[src/rtl/result_char_tx.sv]
// result_char_tx
// Captures an unsigned binary result, converts it to decimal with an iterative
// double-dabble (one bit per cycle), and streams it out as ASCII characters,
// most significant digit first with leading zeros suppressed, followed by a
// terminator character.
//
// Ports:
//   clk          clock, all state changes on the rising edge
//   rst          asynchronous active-low reset
//   i_result_vld one-cycle capture pulse, ignored while o_busy is high
//   i_result     unsigned value to print (W bits)
//   o_busy       high while a value is being converted or sent
//   o_vld        o_char holds a character offered to the sink
//   o_char       ASCII character
//   i_stall      sink back-pressure; a character moves when o_vld & !i_stall
//   o_done       one-cycle pulse after the terminator is accepted
module result_char_tx #(
  parameter int         W    = 32,
  parameter int         NDIG = 10,
  parameter logic [7:0] TERM = 8'h0A
) (
  input  logic         clk,
  input  logic         rst,
  input  logic         i_result_vld,
  input  logic [W-1:0] i_result,
  output logic         o_busy,
  output logic         o_vld,
  output logic [7:0]   o_char,
  input  logic         i_stall,
  output logic         o_done
);

  localparam int BW = 4 * NDIG;
  localparam int CW = $clog2(W + 1);
  localparam int IW = (NDIG > 1) ? $clog2(NDIG) : 1;
  localparam logic [IW-1:0] IDX_TOP  = IW'(NDIG - 1);
  localparam logic [IW-1:0] IDX_ZERO = {IW{1'b0}};
  localparam logic [IW-1:0] IDX_ONE  = IW'(1);

  typedef enum logic [2:0] {
    ST_IDLE = 3'd0,
    ST_CONV = 3'd1,
    ST_SKIP = 3'd2,
    ST_EMIT = 3'd3,
    ST_TERM = 3'd4
  } state_t;

  // Adds 3 to every BCD digit that is 5 or more, so the following left shift
  // carries correctly into the next decimal digit.
  function automatic logic [BW-1:0] dd_adjust(input logic [BW-1:0] b);
    logic [BW-1:0] r;
    logic [3:0]    d;
    r = b;
    for (int k = 0; k < NDIG; k++) begin
      d = b[4*k +: 4];
      if (d >= 4'd5) begin
        r[4*k +: 4] = d + 4'd3;
      end else begin
        r[4*k +: 4] = d;
      end
    end
    return r;
  endfunction

  // Selects one BCD digit by index as an explicit mux.
  function automatic logic [3:0] digit_at(input logic [BW-1:0] b, input logic [IW-1:0] i);
    logic [3:0] d;
    d = 4'd0;
    for (int k = 0; k < NDIG; k++) begin
      if (IW'(k) == i) begin
        d = b[4*k +: 4];
      end else begin
        d = d;
      end
    end
    return d;
  endfunction

  state_t        state_r, state_s;
  logic [W-1:0]  bin_r, bin_s;
  logic [BW-1:0] bcd_r, bcd_s;
  logic [CW-1:0] cnt_r, cnt_s;
  logic [IW-1:0] idx_r, idx_s;

  logic          vld_r, vld_s;
  logic [7:0]    char_r, char_s;
  logic          done_r, done_s;
  logic          busy_r, busy_s;

  logic [BW-1:0] adj_s;
  logic [BW-1:0] shift_bcd_s;
  logic [W-1:0]  shift_bin_s;

  // One double-dabble step: correct digits, then shift {bcd, bin} left by one.
  assign adj_s       = dd_adjust(bcd_r);
  assign shift_bcd_s = {adj_s[BW-2:0], bin_r[W-1]};
  assign shift_bin_s = {bin_r[W-2:0], 1'b0};

  // State and datapath registers.
  always_ff @(posedge clk or negedge rst) begin
    if (!rst) begin
      state_r <= ST_IDLE;
      bin_r   <= {W{1'b0}};
      bcd_r   <= {BW{1'b0}};
      cnt_r   <= {CW{1'b0}};
      idx_r   <= IDX_ZERO;
    end else begin
      state_r <= state_s;
      bin_r   <= bin_s;
      bcd_r   <= bcd_s;
      cnt_r   <= cnt_s;
      idx_r   <= idx_s;
    end
  end

  // Next-state and datapath update logic.
  always_comb begin
    state_s = state_r;
    bin_s   = bin_r;
    bcd_s   = bcd_r;
    cnt_s   = cnt_r;
    idx_s   = idx_r;
    case (state_r)
      ST_IDLE: begin
        if (i_result_vld) begin
          bin_s   = i_result;
          bcd_s   = {BW{1'b0}};
          cnt_s   = CW'(W);
          idx_s   = IDX_ZERO;
          state_s = ST_CONV;
        end else begin
          state_s = ST_IDLE;
        end
      end
      ST_CONV: begin
        bin_s = shift_bin_s;
        bcd_s = shift_bcd_s;
        cnt_s = cnt_r - CW'(1);
        if (cnt_r == CW'(1)) begin
          // Look at the finished top digit now so that SKIP lasts exactly
          // one cycle per suppressed leading zero.
          idx_s = IDX_TOP;
          if ((digit_at(shift_bcd_s, IDX_TOP) == 4'd0) && (IDX_TOP != IDX_ZERO)) begin
            state_s = ST_SKIP;
          end else begin
            state_s = ST_EMIT;
          end
        end else begin
          state_s = ST_CONV;
        end
      end
      ST_SKIP: begin
        // Entered only when digit[idx] is zero and idx > 0; move down one
        // digit and leave as soon as the new digit is printable.
        idx_s = idx_r - IDX_ONE;
        if ((digit_at(bcd_r, idx_r - IDX_ONE) != 4'd0) || (idx_r == IDX_ONE)) begin
          state_s = ST_EMIT;
        end else begin
          state_s = ST_SKIP;
        end
      end
      ST_EMIT: begin
        if (!i_stall) begin
          if (idx_r != IDX_ZERO) begin
            idx_s   = idx_r - IDX_ONE;
            state_s = ST_EMIT;
          end else begin
            state_s = ST_TERM;
          end
        end else begin
          state_s = ST_EMIT;
        end
      end
      ST_TERM: begin
        if (!i_stall) begin
          state_s = ST_IDLE;
        end else begin
          state_s = ST_TERM;
        end
      end
      default: begin
        state_s = ST_IDLE;
      end
    endcase
  end

  // Output decode from the next state, so the registered outputs line up
  // with the state they describe.
  always_comb begin
    vld_s  = (state_s == ST_EMIT) || (state_s == ST_TERM);
    busy_s = (state_s != ST_IDLE);
    done_s = (state_r == ST_TERM) && !i_stall;
    case (state_s)
      ST_EMIT: begin
        char_s = 8'h30 + {4'd0, digit_at(bcd_s, idx_s)};
      end
      ST_TERM: begin
        char_s = TERM;
      end
      default: begin
        char_s = 8'h00;
      end
    endcase
  end

  // Output registers.
  always_ff @(posedge clk or negedge rst) begin
    if (!rst) begin
      vld_r  <= 1'b0;
      char_r <= 8'h00;
      done_r <= 1'b0;
      busy_r <= 1'b0;
    end else begin
      vld_r  <= vld_s;
      char_r <= char_s;
      done_r <= done_s;
      busy_r <= busy_s;
    end
  end

  assign o_vld  = vld_r;
  assign o_char = char_r;
  assign o_done = done_r;
  assign o_busy = busy_r;

endmodule

[config.mk]
export PLATFORM = sky130hd
export DESIGN_NAME = result_char_tx
export DESIGN_NICKNAME = d
export VERILOG_FILES = /design/src/rtl/result_char_tx.sv
export SDC_FILE = /design/constraint.sdc
export NUM_CORES = 1
export LEC_CHECK = 0
export BUFFER_PORTS_ARGS = -buffer_cell sky130_fd_sc_hd__buf_4
export CORE_UTILIZATION = 43
export CTS_CLUSTER_SIZE = 10
export DETAILED_ROUTE_END_ITERATION = 8
export HOLD_SLACK_MARGIN = 0.08
export PLACE_DENSITY_LB_ADDON = 0.2
export SLEW_MARGIN = 20
export SYNTH_ARGS = -nofsm -noshare
export SYNTH_HDL_FRONTEND = slang
export SYNTH_SLANG_ARGS = --single-unit
[constraint.sdc]
create_clock -name clk -period 2.9 [get_ports clk]
set_input_delay 0.725 -clock clk [delete_from_list [all_inputs] [get_ports clk]]
set_output_delay 0.725 -clock clk [all_outputs]
set_load 0.02 [all_outputs]
======== After elaboration in Yosys (flattened, before gate mapping) ========
Cells that the tools add are included.
operators by class
  order comparisons ....................... 10
  muxes and demuxes ....................... 54
  reduce and logical (&&, ||, !) cells .... 13
  $add $sub $neg .......................... 13
  eq/ne operators ......................... 27
operators with widths
  cell                   number
  $mux W4                37
  $pmux W40 S2           1
  $pmux W32 S2           1
  $ge A4 B3 Y1 const B   10
  $mux W40               1
  $add A4 B2 Y4 const B  9
  $eq A3 B4 Y1 const A   8
  $mux W32               1
  $eq A2 B4 Y1 const A   4
  $eq A4 B4 Y1 const A   4
  $pmux W4 S4            1
  $mux W3                5
  $pmux W3 S5            1
  $pmux W7 S2            1
  $logic_not A4 Y1       3
  $pmux W6 S2            1
  $eq A3 B2 Y1 const B   3
  $eq A1 B4 Y1 const A   2
  $reduce_bool A4 Y1     2
  $add A6 B4 Y7 const A  1
  $eq A3 B3 Y1 const B   2
  $eq A6 B1 Y1 const B   1
  $mux W6                1
  $sub A6 B1 Y6 const B  1
  other kinds (13)       16
word-level totals
  output and inout bits ................... 11
  flip-flop bits (word level) ............. 96
  input bits .............................. 36

======== Longest topological paths before layout ========
Gate-level depths: netlist of the first run.
  depth in word-level cells ............... 21
  gate-level depth with buffers ........... 12

======== Least setup slack after synthesis of the first run ========
Ideal clock, no wire load.
  kind .................................... register to register
  start point ............................. register idx_r[0]
  end point ............................... register busy_r, in the netlist o_busy
  data required time ...................... 2774 ps
  path slack .............................. 477 ps
  period minus slack after synthesis ...... 2423 ps
  cell stages (with the launch flop) ...... 12
  arrival ................................. 2297 ps
  cells stage by stage .................... dfrtp_1 -> inv_1 -> ha_1 -> buf_2 -> nor2b_1 -> a31oi_1 -> o21ai_1 -> a41oi_1 -> o221ai_1 -> nor2_1 -> o2111ai_1 -> a311o_1
on the way
  cells in the longest elaborated chain, start to end .. 18
ends and longest elaborated chain
  item                    RTL line  source
  start, declared         83        logic [IW-1:0] idx_r, idx_s;
  start signal, assigned  112       idx_r <= idx_s;
  $sub A4 B1 Y4           156       if ((digit_at(bcd_r, idx_r - IDX_ONE) != 4'd0) || (idx_r == IDX_ONE)) begin
  $logic_not A4 Y1        70        if (IW'(k) == i) begin
  $mux W4 (10 in a row)   70
  $mux W4                 123       case (state_r)
  $reduce_bool A4 Y1      156
  $logic_or A1 B1 Y1      156
  $mux W1                 156
  $pmux W3 S5 *           123
  net state_s[0]          79        state_t state_r, state_s;
  $reduce_bool A3 Y1 *    191       busy_s = (state_s != ST_IDLE);
  net busy_s              88        logic busy_r, busy_s;
  end signal, assigned    217       busy_r <= busy_s;
  end, declared           88
Mark *: on every way through the listed nets, which the timed path passes. The rest lies on a longest branch. The select of a mux whose other input is x is not followed.
A chain may end at the register's enable or synchronous reset.

======== Worst setup path after layout of the first run ========
  start point ............................. register state_r[0]
  end point ............................... register char_r[1], in the netlist o_char[1]
on the way
  cells in the longest elaborated chain, start to end .. 16
ends and longest elaborated chain
  item                                        RTL line  source
  start, declared                             79
  start signal, assigned                      108       state_r <= state_s;
  $eq A3 B2 Y1, or another cell as far along  123
  $pmux W4 S4                                 123
  $logic_not A4 Y1                            70
  $mux W4 (10 in a row)                       70
  $mux W4                                     193       case (state_s)
  $add A6 B4 Y7                               195       char_s = 8'h30 + {4'd0, digit_at(bcd_s, idx_s)};
  $pmux W7 S2 *                               193
  net char_s[1]                               86        logic [7:0] char_r, char_s;
  end signal, assigned                        215       char_r <= char_s;
  end, declared                               86
Marked as above.

==> run metrics, run 1 <==
post-route ant nets=0; gr usage total=23.2%; Area Overhead vs Synth=16.7%; number of global-route vias before repair=approximately 4.6k; crit path kind=reg -> reg; RSZ-0062 raised after global routing=false; Clk pin slew, worst setup/hold paths=0.07 ns; Ports=between 40 and 50; max-slew violation count=0; WP buf/inv=0; CP arrival=~3.0 ns; # diodes=0; P_sw=4.42 mW; crit start category=flop; slew of the pin with the lowest slew margin=between 0.6 and 0.7 ns; final worst path period need=roughly 2.7 ns; detail-routed net length per standard cell=17.6 um; Die Area=13300 um2; Worst Setup End Kind=flop; sequential area share after synthesis=between 40% and 50%; Cell Area, Synth=5540 um2; # DRC=0; multi-input combinational cell area=2920 um2; Cell Rows=41; CP peak stage delay=approximately 0.67 ns; Clock Path Buffers=2; Via density=5.77; maximum vdd drop=606 uV; Final Hold Viols=0; MaxCap Viol Count=0; fmax=369 MHz; Power Density=1440 nW/um2; placed cell areas=6140 um2; Clk Latency, worst-skew pair=roughly 0.36 ns; final setup vio count=0; peak fanout along the critical path=16; YS warnings=0; # clock sinks=93; CTS Buf Count=9; Tot Pwr=9.31 mW; first-pass GRT wire length=23800 um; crit-path leading delay family=compound AO/OA/AOI/OAI gates; Die Span Y=115 um; 1st-pass router iterations=5; vias after detailed routing=4769; FF+latch area=2330 um2; status=finished clean; Port Buffers=44; worst endpoint required time=3.15 ns; Post-CTS Hold Fix Bufs=0; Combinational Power Share=60.7%; Clk Tree Root Cell=clkbuf_16; Sequential Power Share=26.2%; DRT iter0 DRCs=approximately 310; CTS tree=yes; Crit-path slowest cell=dfrtp_1; Avg Cell Area, Syn=9.21 um2; # Post-CTS Setup Buffers=0; clock skew=0.00889 ns; Initial Utilization=44.0%; GP Congestion=between 0.8 and 0.9; Yosys reg bits=93; leak pwr=2.81 nW; Die X=between 100 and 150 um; area of the core=12600 um2; layout cells sized above 1=15.9%; final worst path period share=93.4%; Post-Synthesis Cells=601; detailed-placement wirelength estimate=10700 um; DRT Wirelength=roughly 15000 um; Internal Power=4.89 mW; critical-path cell list=nor3b_2 -> nand2_1 -> mux2i_1 -> a21oi_1 -> a41oi_1 -> o21ai_2 -> a221o_1 -> o21ai_1; commonest non-fill, non-tap cell in the layout=dfrtp_1; worst hold-check path type=in -> async; Final nets=711; prevailing post-synth register cell=dfrtp_1; largest net degree at the start of global routing=39; number of flops mapped to enable cells by yosys=0; most frequent cells in the layout=93 x dfrtp_1, 82 x nor2_1, 67 x buf_4; Net Sw Frac=47.4%; Yosys cell types=70; final setup TNS=0 ns; Clk pwr share=13.1%; gr ovfl total=0; Yosys top cell area share=42.0%; ys async rst share=100%; Slew headroom=a little over half; Finished Cell Area=between 6000 and 7000 um2; ranking of synthesized cells by area=dfrtp_1 42%, ha_1 5.9%, nor2_1 5.6%; Synth area leader=dfrtp_1; Fillers=1139; initial antenna violation count=0; H-tree Lvls=3
==> worst reg2reg max path, cell delays in order (launching register included) <==
cell,delay [ns]
dfrtp_1,0.67
nor3b_2,0.58
nand2_1,0.10
mux2i_1,0.20
a21oi_1,0.13
a41oi_1,0.30
o21ai_2,0.13
a221o_1,0.28
o21ai_1,0.21
==> kinds of logic (layout without fill, tap and decap cells) <==
family | count (synthesis) | count (layout) | synth area share (%)
buf+inv | 70 | 122 | 5.45
compound gates | 183 | 183 | 22.7
xor+xnor | 14 | 14 | 2.22
mux | 26 | 26 | 4.84
flops | 93 | 93 | 42.0
fa+ha+maj | 26 | 26 | 5.88
other cells | 1 | 2 | 0.0677
simple gates | 188 | 188 | 16.8
==> worst paths after layout <==
path / startpoint / end / slack (ns) / cells after the start
max in group asynchronous: rst / bcd_r[30] / 1.91 / 2
hold / removal: rst / bin_r[19] / 0.31 / 1
setup reg to reg: state_r[0] / o_char[1] / 0.19 / 8
setup / recovery: state_r[0] / o_char[1] / 0.19 / 8
hold reg to reg: bin_r[6] / bin_r[7] / 0.51 / 2
min in group clk: bin_r[6] / bin_r[7] / 0.51 / 2
==> sequential cells by signal, summed over array words and instances, names as in the netlist <==
signal,count
bcd_r,40
o_busy,1
o_done,1
o_vld,1
idx_r,4
cnt_r,6
bin_r,32
o_char,5
state_r,3
==> through the flow <==
stage               cells  setup slack, ns  hold slack (ns)  util (%)
floorplan             602            0.477            0.429         -
global placement      810            0.223            0.491      48.9
detailed placement    810            0.228            0.501      48.9
CTS                   826            0.206            0.324      51.3
global route          826          0.00955            0.354      51.4
finish                826            0.192            0.308      51.4
==> cell type report <==
type / instances / area share (%)
Clock buffer: 10 / 3.70
Clock inverter: 6 / 1.08
Inverter: 37 / 2.19
Multi-Input combinational cell: 439 / 45.3
Sequential cell: 93 / 36.0
Tap cell: 172 / 3.33
Timing Repair Buffer: 69 / 8.41
==> layer usage <==
metal  part of all wire, %  global-route usage (%)
met4                   2.0                    9.00
met5                     0                       0
met1                    48                    32.4
met2                    46                    36.2
met3                   3.8                    3.50
==> cell usage after synthesis (all sizes together) (4+ instances only) <==
master	number
dfrtp	93
nor2	82
o22ai	48
inv	37
o21ai	36
a21oi	27
ha	26
nand2	26
mux2i	23
clkbuf	18
buf	15
nand2b	15
nand3	13
o31ai	11
xnor2	11
a32o	10
nor3	10
nor3b	10
a31oi	7
nor2b	6
o311ai	6
a221oi	4
nand3b	4
==> power by group through the flow <==
stage	Sequential, mW	Combinational, mW	Clock, mW
2_1_floorplan	2.34	4.01	0
3_3_place_gp	2.43	5.46	0
3_5_place_dp	2.44	5.59	0
4_1_cts	2.43	5.62	1.24
5_1_grt	2.51	6.25	1.29
6_report	2.44	5.65	1.22
==> repair_timing <==
action	4_1_cts	5_1_grt
setup endpoints to repair	0	2
endpoints found under the hold margin	0	0
resized for setup	0	2
(Power assumes the default switching activity.)
==> run 2: changes to the inputs <==
- CORE_UTILIZATION: 43 -> 55
==> run metrics, run 2 (same netlist as run 1, synthesis figures left out) <==
Slew headroom=53.3% (-1.5 points); slew of the pin with the lowest slew margin=0.700 ns (+0.0239 ns); max-slew violation count=0 (unchanged); status=finished clean; 1st-pass router iterations=5 (unchanged); largest net degree at the start of global routing=64 (+64%); GP Congestion=0.915 (+2.1%); Die Span Y=102 um (-11%); DRT iter0 DRCs=309 (-0.96%); CTS tree=yes; # Post-CTS Setup Buffers=0 (unchanged); pre-CTS WS=0.130 ns (-0.0983 ns); Final nets=709 (-0.28%); worst hold-check path type=in -> async; Min Hold Slack=0.281 ns (-0.0269 ns); critical-path cell list=inv_1 -> ha_1 -> nor2b_1 -> a221oi_1 -> nor3b_1 -> o32a_1 -> nand4b_1 -> o21ai_2 -> inv_1 -> a31oi_1 -> o21ai_1; final worst path period share=94.4% (+1.0 points); # DRC=0 (unchanged); Ports=47 (unchanged); final setup TNS=0 ns (unchanged); Port Buffers=44 (unchanged); Clk Tree Root Cell=clkbuf_8; vias after detailed routing=4825 (+1.2%); gr ovfl total=0 (unchanged); final worst path period need=2.74 ns (+0.0299 ns); H-tree Lvls=3 (unchanged); WP buf/inv=2 (+2); gr usage total=27.8% (+4.6 points); detailed-placement wirelength estimate=9690 um (-9.5%); DRT Wirelength=13600 um (-7.0%); leak pwr=2.75 nW (-2.2%); CP dominant cell by count=inv_1; crit-path leading delay family=compound AO/OA/AOI/OAI gates; initial antenna violation count=0 (unchanged); Final Hold Viols=0 (unchanged); most frequent cells in the layout=92 x dfrtp_1, 82 x nor2_1, 65 x buf_4; crit path kind=reg -> reg; uppermost routed layer=met4; Worst Setup End Kind=flop; Tot Pwr=8.87 mW (-4.7%); met3 wire length=653 um (+19%); wire length on met1=6270 um (-10%); Area Overhead vs Synth=13.6%; post-route ant nets=0 (unchanged); fin cells=785 (-5.0%); Die Area=10500 um2 (-21%); CP arrival=2.99 ns (+0.03 ns); fmax=365 MHz (-1.1%); number of global-route vias before repair=4563 (-1.3%); Largest register FFs=40 (unchanged); Crit-path slowest cell=dfrtp_2; biggest registers after layout=bcd_r x40, bin_r x32, cnt_r x6; first-pass GRT wire length=22200 um (-6.8%); # clock sinks=93 (unchanged); met2 WL=6310 um (-6.4%); Clock Path Buffers=2 (unchanged); layout cells sized above 1=16.3% (+0.36 points); Clk pin slew, worst setup/hold paths=0.10 ns (+0.03 ns); Finished Cell Area=6290 um2 (-2.7%); clock skew=0.00901 ns (+0.000113 ns); maximum vdd drop=777 uV (+28%); worst endpoint required time=3.15 ns (about the same); Biggest register=bcd_r; Initial Utilization=56.6% (+13 points); Die X=102 um (-11%); CTS Buf Count=9 (unchanged); Post-CTS Hold Fix Bufs=0 (unchanged); # diodes=0 (unchanged); final setup vio count=0 (unchanged); Via density=6.15 (+6.5%); CP peak stage delay=0.47 ns (-0.20 ns); placed cell areas=6080 um2 (-1.0%); peak fanout along the critical path=9 (-7); area of the core=9770 um2 (-22%); Cell Rows=36 (-12%); MaxCap Viol Count=0 (unchanged); Clk Latency, worst-skew pair=0.37 ns (about the same); Power Density=1410 nW/um2 (-2.1%); utilization after layout=64.3% (+13 points); crit start category=flop; commonest non-fill, non-tap cell in the layout=dfrtp_1; setup slack after layout=0.163 ns (-0.0299 ns); Cells after DPL=769 (-5.1%); detail-routed net length per standard cell=17.3 um (-2.2%)
[run 2: cell type report]
class | instances | area [um2]
Fill cell | 848 | 3490
Multi-Input combinational cell | 439 | 2930
Sequential cell | 93 | 2330
Timing Repair Buffer | 67 | 528
Tap cell | 133 | 166
Inverter | 37 | 141
Clock buffer | 10 | 138
Clock inverter | 6 | 53.8
[run 2: routing by layer]
metal | GRT usage (%) | up-vias
li1 | - | 2294
met1 | 38.8 | 2369
met4 | 11.1 | 0
met2 | 42.8 | 136
met5 | 0 | -
met3 | 5.13 | 26
[run 2: path summary, 6_finish.rpt]
check,from,endpoint,slack [ns],cells after the start
setup / recovery,idx_r[1],o_char[3],0.16,11
hold / removal,rst,bcd_r[10],0.28,1
min in group clk,bin_r[3],bin_r[4],0.52,2
setup reg to reg,idx_r[1],o_char[3],0.16,11
max in group asynchronous,rst,idx_r[1],1.90,2
hold reg to reg,bin_r[3],bin_r[4],0.52,2
[run 2: timing repair]
item	in CTS	in global routing
hold endpoints to repair	0	0
endpoints found under the setup margin	0	4
resized for setup	0	6
[run 2: report_power, final]
part / switching, mW / internal [mW] / total, mW
clock network: 0.513 / 0.351 / 0.864
registers: 0.539 / 1.91 / 2.45
logic: 3.27 / 2.30 / 5.56
total: 4.32 / 4.56 / 8.87
==> run 3: changes to the inputs <==
- MAX_ROUTING_LAYER: unset -> met4
==> run metrics, run 3 (same netlist as run 1, synthesis figures left out) <==
Die Span Y=102 um (unchanged); area of the core=9770 um2 (unchanged); Cells after DPL=769 (unchanged); leak pwr=2.75 nW (about the same); Power Density=1420 nW/um2 (+0.68%); gr ovfl total=0 (unchanged); worst endpoint required time=3.15 ns (about the same); DRT iter0 DRCs=324 (+4.9%); commonest non-fill, non-tap cell in the layout=dfrtp_1; RSZ-0062 raised after global routing=false; first-pass GRT wire length=22700 um (+2.0%); slew of the pin with the lowest slew margin=0.674 ns (-0.0267 ns); crit path kind=reg -> reg; biggest registers after layout=bcd_r x40, bin_r x32, cnt_r x6; Min Hold Slack=0.267 ns (-0.0141 ns); Die Area=10500 um2 (unchanged); final worst path period share=95.1% (+0.73 points); CTS tree=yes; Initial Utilization=56.6% (unchanged); clock skew=0.00764 ns (-0.00137 ns); Final nets=709 (unchanged); maximum vdd drop=692 uV (-11%); Biggest register=bcd_r; Critical Path Sink=o_char[3]; setup slack after layout=0.141 ns (-0.0212 ns); GP Congestion=0.993 (+8.6%); Die X=102 um (unchanged); Fillers=821 (-3.2%); initial antenna violation count=0 (unchanged); Clk Latency, worst-skew pair=0.38 ns (about the same); crit start category=flop; FF-to-FF setup slack=0.14 ns (-0.02 ns); H-tree Lvls=3 (unchanged); Area Overhead vs Synth=13.6% (unchanged); final setup vio count=0 (unchanged); max-slew violation count=0 (unchanged); fin cells=785 (unchanged); pre-CTS WS=0.0918 ns (-0.0377 ns); layout cells sized above 1=16.0% (-0.31 points); # diodes=0 (unchanged); # DRC=0 (unchanged); r2r worst-path depth=12 (+1); fmax=362 MHz (-0.77%); Reg2Reg Capture Point=o_char[3]; detail-routed net length per standard cell=17.6 um (+2.2%); vias after detailed routing=4810 (-0.31%); MaxCap Viol Count=0 (unchanged); Post-CTS Hold Fix Bufs=0 (unchanged); Cell Rows=36 (unchanged); final setup TNS=0 ns (unchanged); Clock Path Buffers=2 (unchanged); # clock sinks=93 (unchanged); placed cell areas=6080 um2 (unchanged); 1st-pass router iterations=5 (unchanged); DRT Wirelength=13900 um (+2.2%); post-route ant nets=0 (unchanged); Clk pin slew, worst setup/hold paths=0.09 ns (about the same); Final Hold Viols=0 (unchanged); peak fanout along the critical path=10 (+1); most frequent cells in the layout=92 x dfrtp_1, 82 x nor2_1, 64 x buf_4; detailed-placement wirelength estimate=10100 um (+4.0%); CP arrival=3.01 ns (+0.02 ns); Port Buffers=44 (unchanged); utilization after layout=64.3% (unchanged); Slew headroom=55.1% (+1.8 points); CTS Buf Count=9 (unchanged); largest net degree at the start of global routing=65 (+1.6%); number of global-route vias before repair=4620 (+1.2%); crit path from=cnt_r[1]; Worst Setup End Kind=flop; Tot Pwr=8.93 mW (+0.68%); status=finished clean; final worst path period need=2.76 ns (+0.0212 ns); gr usage total=29.4% (+1.6 points); Via density=6.13 (-0.31%); Finished Cell Area=6290 um2 (unchanged); Reg-to-Reg Start=cnt_r[1]; Clk Tree Root Cell=clkbuf_8; Ports=47 (unchanged); Largest register FFs=40 (unchanged); worst hold-check path type=in -> async
-- run 3: worst min path at each step --
stage | slack, ns | start | cells after the start | endpoint
2_1_floorplan | 0.43 | rst | 0 | bcd_r[0]
6_report | 0.27 | rst | 1 | bcd_r[10]
5_1_grt | 0.28 | rst | 1 | bcd_r[10]
3_5_place_dp | 0.50 | bin_r[3] | 2 | bin_r[4]
3_3_place_gp | 0.49 | bin_r[25] | 2 | bin_r[26]
4_1_cts | 0.27 | rst | 1 | bcd_r[10]
-- run 3: routing by layer --
layer  wire (um)  share of wire, %  global-route usage [%]  up-vias
li1            -                 -                       -     2295
met1        6320                46                    38.4     2324
met2        6550                47                    44.7      160
met3         654               4.7                    6.02       31
met4         327               2.4                    11.5        0
met5           0                 0                       -        -
-- run 3: cell type report --
class,count,area [um2],share of cell area (%)
Clock buffer,14,173,2.75
Tap cell,133,166,2.65
Multi-Input combinational cell,439,2930,46.6
Sequential cell,93,2330,37.0
Timing Repair Buffer,67,532,8.46
Clock inverter,2,16.3,0.259
Inverter,37,141,2.25
-- run 3: report_power, final --
group          switching, mW  internal (mW)
combinational           3.33           2.32
sequential             0.529           1.91
clock                  0.466          0.385
total                   4.32           4.61
-- run 3: worst max-delay path, stage by stage, from the launching register on --
cell      delay [ns]
dfrtp_1         0.39
inv_1           0.12
ha_1            0.15
nor2b_2         0.18
a31oi_1         0.15
o31a_1          0.28
or2_1           0.28
buf_6           0.18
inv_4           0.15
mux2i_1         0.20
nor2_1          0.05
a311oi_1        0.35
o21ai_1         0.14
-- run 3: what timing repair did --
| action | in CTS | in global routing |
|---|---|---|
| resized for setup | 0 | 7 |
| hold endpoints to repair | 0 | 0 |
| setup buffers | 0 | 0 |
| setup endpoints to repair | 0 | 5 |
